## src/rtl/if_id_queue_pkg.sv

```systemverilog
// Shared constants for the IF/ID instruction queue: bus widths and the default depth.
package if_id_queue_pkg;

    localparam int InstAddrBus = 32;
    localparam int InstBus     = 32;
    localparam logic [31:0] ZeroWord = 32'h0000_0000;
    localparam int QueueDepth  = 4;

endpackage

```

## src/rtl/if_id_queue_if.sv

```systemverilog
// Fetch-side and decode-side valid/ready handshake bundle for the IF/ID queue.
interface if_id_queue_if #(
    parameter int ADDR_W = 32,
    parameter int INST_W = 32
);
    logic              if_valid;
    logic              if_ready;
    logic [ADDR_W-1:0] if_pc;
    logic [INST_W-1:0] if_inst;
    logic              id_valid;
    logic              id_ready;
    logic [ADDR_W-1:0] id_pc;
    logic [INST_W-1:0] id_inst;

    // master drives fetch words in and consumes decode words out
    modport master (
        output if_valid, if_pc, if_inst, id_ready,
        input  if_ready, id_valid, id_pc, id_inst
    );

    modport slave (
        input  if_valid, if_pc, if_inst, id_ready,
        output if_ready, id_valid, id_pc, id_inst
    );
endinterface

```

## src/rtl/if_id_queue_mem.sv

```systemverilog
// Register array for the IF/ID queue: synchronous write, asynchronous read, so the
// head entry falls through to decode the cycle after it is written.
module if_id_queue_mem #(
    parameter  int WIDTH = 64,
    parameter  int DEPTH = 4,
    localparam int IDX_W = $clog2(DEPTH)
) (
    input  logic             clk,
    input  logic             we,
    input  logic [IDX_W-1:0] waddr,
    input  logic [WIDTH-1:0] wdata,
    input  logic [IDX_W-1:0] raddr,
    output logic [WIDTH-1:0] rdata
);

    logic [WIDTH-1:0] entries [DEPTH];

    generate
        for (genvar gi = 0; gi < DEPTH; gi++) begin : g_entry
            logic [WIDTH-1:0] entry_reg;

            always_ff @(posedge clk) begin
                if (we && (waddr == IDX_W'(gi))) begin
                    entry_reg <= wdata;
                end
            end

            assign entries[gi] = entry_reg;
        end
    endgenerate

    assign rdata = entries[raddr];

endmodule

```

## src/rtl/if_id_queue.sv

```systemverilog
// DEPTH-entry instruction queue between fetch and decode with flush and zero bubble on empty.
// Optional `IF_ID_PERF_EN adds a saturating flush_drops counter output.
module if_id_queue
    import if_id_queue_pkg::*;
#(
    parameter int ADDR_W = InstAddrBus,
    parameter int INST_W = InstBus,
    parameter int DEPTH  = QueueDepth
) (
    input  logic                   clk,
    input  logic                   rst,
    input  logic                   flush,
    if_id_queue_if.slave           bus,
    output logic [$clog2(DEPTH):0] count
`ifdef IF_ID_PERF_EN
    ,
    output logic [31:0]            flush_drops
`endif
);

    localparam int IDX_W  = $clog2(DEPTH);
    localparam int PTR_W  = IDX_W + 1;
    localparam int DATA_W = ADDR_W + INST_W;

    logic [PTR_W-1:0]  wr_ptr_reg;
    logic [PTR_W-1:0]  wr_ptr_next;
    logic [PTR_W-1:0]  rd_ptr_reg;
    logic [PTR_W-1:0]  rd_ptr_next;
    logic              empty;
    logic              full;
    logic              push;
    logic              pop;
    logic [DATA_W-1:0] head_data;

    // Pointers carry one wrap bit above the index so full and empty are distinguishable.
    assign empty = (wr_ptr_reg == rd_ptr_reg);
    assign full  = (wr_ptr_reg[IDX_W-1:0] == rd_ptr_reg[IDX_W-1:0]) &&
                   (wr_ptr_reg[IDX_W] != rd_ptr_reg[IDX_W]);

    assign push = bus.if_valid & ~full & ~flush;
    assign pop  = ~empty & bus.id_ready & ~flush;

    always_comb begin
        wr_ptr_next = wr_ptr_reg;
        rd_ptr_next = rd_ptr_reg;
        if (flush) begin
            wr_ptr_next = '0;
            rd_ptr_next = '0;
        end else begin
            if (push) begin
                wr_ptr_next = wr_ptr_reg + PTR_W'(1);
            end
            if (pop) begin
                rd_ptr_next = rd_ptr_reg + PTR_W'(1);
            end
        end
    end

    always_ff @(posedge clk or negedge rst) begin
        if (!rst) begin
            wr_ptr_reg <= '0;
            rd_ptr_reg <= '0;
        end else begin
            wr_ptr_reg <= wr_ptr_next;
            rd_ptr_reg <= rd_ptr_next;
        end
    end

    if_id_queue_mem #(
        .WIDTH (DATA_W),
        .DEPTH (DEPTH)
    ) u_mem (
        .clk   (clk),
        .we    (push),
        .waddr (wr_ptr_reg[IDX_W-1:0]),
        .wdata ({bus.if_pc, bus.if_inst}),
        .raddr (rd_ptr_reg[IDX_W-1:0]),
        .rdata (head_data)
    );

    // if_ready is purely state-derived so fetch never sees a path from id_ready.
    assign bus.if_ready = ~full;
    assign bus.id_valid = ~empty;
    assign bus.id_pc    = empty ? '0 : head_data[DATA_W-1:INST_W];
    assign bus.id_inst  = empty ? '0 : head_data[INST_W-1:0];
    assign count        = wr_ptr_reg - rd_ptr_reg;

`ifdef IF_ID_PERF_EN
    logic [31:0] flush_drops_reg;
    logic [31:0] flush_drops_next;
    logic [32:0] drop_sum;

    // A flush discards the current occupancy plus a word that would have been accepted.
    always_comb begin
        drop_sum         = {1'b0, flush_drops_reg} + 33'(count) + 33'(bus.if_valid & ~full);
        flush_drops_next = flush_drops_reg;
        if (flush) begin
            flush_drops_next = drop_sum[32] ? 32'hFFFF_FFFF : drop_sum[31:0];
        end
    end

    always_ff @(posedge clk or negedge rst) begin
        if (!rst) begin
            flush_drops_reg <= '0;
        end else begin
            flush_drops_reg <= flush_drops_next;
        end
    end

    assign flush_drops = flush_drops_reg;
`endif

endmodule

```

## src/flat_wrapper.sv

```systemverilog
// flat-port wrapper written by rule: the top's interface ports become plain ports
module if_id_queue_flat import if_id_queue_pkg::*;
#(
    parameter int ADDR_W = InstAddrBus,
    parameter int INST_W = InstBus,
    parameter int DEPTH  = QueueDepth
)
  (clk, rst, flush, count, bus_if_valid, bus_if_pc, bus_if_inst, bus_id_ready, bus_if_ready, bus_id_valid, bus_id_pc, bus_id_inst);
  if_id_queue_if #(.ADDR_W(ADDR_W), .INST_W(INST_W)) bus_i ();
  input  logic clk;
  input  logic rst;
  input  logic flush;
  output logic [$clog2(DEPTH):0] count;
  input wire logic [$bits(bus_i.if_valid)-1:0] bus_if_valid;
  input wire logic [$bits(bus_i.if_pc)-1:0] bus_if_pc;
  input wire logic [$bits(bus_i.if_inst)-1:0] bus_if_inst;
  input wire logic [$bits(bus_i.id_ready)-1:0] bus_id_ready;
  output wire logic [$bits(bus_i.if_ready)-1:0] bus_if_ready;
  output wire logic [$bits(bus_i.id_valid)-1:0] bus_id_valid;
  output wire logic [$bits(bus_i.id_pc)-1:0] bus_id_pc;
  output wire logic [$bits(bus_i.id_inst)-1:0] bus_id_inst;
  assign bus_i.if_valid = bus_if_valid;
  assign bus_i.if_pc = bus_if_pc;
  assign bus_i.if_inst = bus_if_inst;
  assign bus_i.id_ready = bus_id_ready;
  assign bus_if_ready = bus_i.if_ready;
  assign bus_id_valid = bus_i.id_valid;
  assign bus_id_pc = bus_i.id_pc;
  assign bus_id_inst = bus_i.id_inst;
  if_id_queue #(.ADDR_W(ADDR_W), .INST_W(INST_W), .DEPTH(DEPTH)) u_core (.clk(clk), .rst(rst), .flush(flush), .bus(bus_i), .count(count));
endmodule
```

## config.mk

```make
export PLATFORM = sky130hd
export DESIGN_NAME = if_id_queue_flat
export DESIGN_NICKNAME = d
export VERILOG_FILES = /design/src/rtl/if_id_queue_pkg.sv /design/src/rtl/if_id_queue_if.sv /design/src/rtl/if_id_queue_mem.sv /design/src/rtl/if_id_queue.sv /design/src/flat_wrapper.sv
export SDC_FILE = /design/constraint.sdc
export NUM_CORES = 1
export LEC_CHECK = 0
export CELL_PAD_IN_SITES_DETAIL_PLACEMENT = 1
export CELL_PAD_IN_SITES_GLOBAL_PLACEMENT = 1
export CORE_UTILIZATION = 48
export CTS_CLUSTER_DIAMETER = 30
export CTS_CLUSTER_SIZE = 8
export DETAILED_ROUTE_END_ITERATION = 12
export HOLD_SLACK_MARGIN = 0.06
export PLACE_DENSITY = 0.78
export SLEW_MARGIN = 20
export SYNTH_ARGS = -nofsm -noshare
export SYNTH_HDL_FRONTEND = slang
export SYNTH_SLANG_ARGS = --single-unit
```

## constraint.sdc

```tcl
create_clock -name clk -period 4.1 [get_ports clk]
set_clock_uncertainty 0.15 [all_clocks]
set_input_delay 0.82 -clock clk [delete_from_list [all_inputs] [get_ports clk]]
set_output_delay 0.82 -clock clk [all_outputs]
set_load 0.005 [all_outputs]
```

==> impl_metrics.ini <==
[sta]
unrepaired_setup_endpoints_after_global_routing = false
final_worst_setup_slack_ns = 0.3119
timing.max_slew.rel_slack = 0.6112
final.setup.tns_ns = 0
setup-violations-final = 0
min_period_ns = 3.788
final_clock_period_utilization_by_the_worst_path = 0.9239
finalHoldViolCount = 0
fin_max_slew_vios = 0
slew_at_the_pin_with_the_worst_max_slew_slack_ns = 0.5832
max_clock_freq_ghz = 0.2640

[synthesis]
synth.net_count = 545
postSynthAreaPerCell_um2 = 21.95
synthArstFlopShare = 0.02290
synth-edff-count = 256
synth_cell_type_count = 35
yosys_warnings = 0
synthesis.instances = 468
synth_sequential_area_ratio = 0.7630
syn_area_um2 = 10270
ys_ff_latch = 262
ys_dominant_reg_cell = edfxtp_1

[detailed_routing]
routed_via_density = 5.421
antenna_violating_nets_post_route = 0
vias = 5204
total_iterations_of_the_first_detailed_routing_run = 4
total_wirelength_of_the_detailed_routed_design_um = 22080
dr.first_iter.drc_count = 282
drt_drc_violations_left = 0
avgRoutedWirePerCell_um = 23.00

[global_route]
groute.layer.met1.usage = 0.2617
grt-ovfl-total = 0
number_of_global_route_vias_before_repair = 5977
met2_usage = 0.3646
grt_use_total = 0.2096
grt_busiest_layer = met2
antenna_violations_before_repair = 0
grt_pass1_wl_um = 34040
grt_start_max_net_pins = 66
grtUsageMet3 = 0.04785

[floorplan]
initial_utilization = 0.4887
io_pins = 138
die_y_um = 148.3
site_rows = 53
die_area_um2 = 21990
dieWidth_um = 148.3
floorplan.core_area_um2 = 21020

[clock_network]
clockBufferDepth = 3
clkSlewWorstSetupHoldPaths_ns = 0.05
hold_buffers = 0
clockRootBuffer = clkbuf_16
worstSkewPairLatency_ns = 0.54
tritoncts = done
cts_repair_resizes = 0
cts.sinks = 262
post-cts-setup-buffers = 0
cts.htree.levels = 2
cts_inserted_buffers = 52

[critical_path]
critical_path.startpoint_type = flop
path_max_fanout = 18
crit_path_end_kind = primary output
cp_data_arrival_time_ns = 2.82
cp.required_ns = 3.13
crit_path_class = flop to primary output

[pwr]
power_density_nw_per_um2 = 814.6
vdd.ir_drop.worst_uv = 548.0
p_leak_nw = 4.517

[worst_hold_path]
hold_path.class = primary input to async pin

[place]
place_congestion = 0.7304
place_area_um2 = 11990
pre_cts_ws_ns = 0.7362
post-dp-hpwl_um = 12550
place.port_buffers = 137

[outcome]
run_status = finished clean

[final_layout]
post_route_cells_drive_above_1_share = 0.2409
layout_common_cells = edfxtp_1, clkdlybuf4s50_1, mux4_2, and2_1, clkbuf_16
final_nets = 723
layout-area-overhead-vs-synth_pct = 33.70
flip_flop_count_of_the_largest_register_all_copies_and_words_added = 256
antenna_cells = 0
mostFrequentLayoutCell = edfxtp_1
finish.instance_area_um2 = 13730

[run]
timing.max_cap.violations = 0
## kinds of logic (layout without fill, tap and decap cells)
family          Yosys count  in the layout  share of synthesized area
simple gates             95             95                    0.05883
xor+xnor                  2              2                   0.002437
fa+ha+maj                 8              8                    0.01047
compound gates            7              7                   0.004629
flops                   262            262                     0.7630
mux                      65             65                     0.1414
buf+inv                  29            246                    0.01925
## Yosys cell counts (all sizes together) (2+ instances only)
| cell | count | area, um2 |
|---|---|---|
| inv | 5 | 18.77 |
| and2 | 64 | 400.4 |
| xnor2 | 2 | 25.03 |
| mux4 | 64 | 1441 |
| edfxtp | 256 | 7687 |
| nand2 | 4 | 15.01 |
| dfrtp | 6 | 150.1 |
| nand4b | 4 | 35.03 |
| buf | 12 | 128.9 |
| a31oi | 5 | 31.28 |
| nand3 | 4 | 20.02 |
| clkbuf | 12 | 50.05 |
| or3 | 2 | 12.51 |
| ha | 7 | 87.58 |
| and3 | 3 | 18.77 |
| nand3b | 2 | 15.01 |
| or4 | 2 | 15.01 |
| nor3b | 2 | 15.01 |
## per-stage QoR
step | cells | hold slack, ns | total power (W) | util
2_1_floorplan | 468 | 0.3744 | 0.005224 | -
3_3_place_gp | 867 | 0.4507 | 0.007046 | 0.5701
3_5_place_dp | 867 | 0.5033 | 0.007112 | 0.5701
4_1_cts | 960 | 0.3971 | 0.01135 | 0.6534
5_1_grt | 960 | 0.4119 | 0.01169 | 0.6534
6_report | 960 | 0.4103 | 0.01119 | 0.6534
## path summary, 6_finish.rpt
path                                                        from                                               to  slack, ns  cells after the start
worst min register to register  u_core.wr_ptr_reg[2]$_DFFE_PN0P_                 u_core.wr_ptr_reg[2]$_DFFE_PN0P_       0.54                      2
worst max register to register  u_core.rd_ptr_reg[1]$_DFFE_PN0P_  u_core.u_mem.g_entry[0].entry_reg[40]$_DFFE_PP_       1.07                      6
worst max-delay path            u_core.rd_ptr_reg[0]$_DFFE_PN0P_                                   bus_id_inst[8]       0.31                      4
min in group clk                u_core.wr_ptr_reg[2]$_DFFE_PN0P_                 u_core.wr_ptr_reg[2]$_DFFE_PN0P_       0.54                      2
worst min-delay path                                         rst                 u_core.wr_ptr_reg[1]$_DFFE_PN0P_       0.41                      1
max in group asynchronous                                    rst                 u_core.rd_ptr_reg[0]$_DFFE_PN0P_       3.09                      1
## routing by layer
metal | vias up | share of wire
met2 | 167 | 0.52
met3 | 33 | 0.057
li1 | 2290 | -
met1 | 2714 | 0.41
met4 | 0 | 0.016
met5 | - | 0
## power breakdown
part / switching (W) / leakage [nW] / internal [W]
clock network: 0.00132 / 0.845 / 0.00283
logic: 0.00153 / 1.27 / 0.00215
registers: 0.000140 / 2.40 / 0.00322
## cell type report
type	count	area [um2]
timing repair buffer	148	1516
fill	1696	7287
clock inverter	32	404.1
tap	275	344.1
inverter	5	18.77
clock buffer	61	1345
multi-input combinational	177	2261
sequential	262	7845
## critical path, cell delays in order (launching register included)
cell and delay [ns]:
dfrtp_4 0.63, buf_4 0.43, mux4_2 0.59, and2_1 0.18, clkdlybuf4s50_1 0.44
Power figures use the tool's default switching activity.
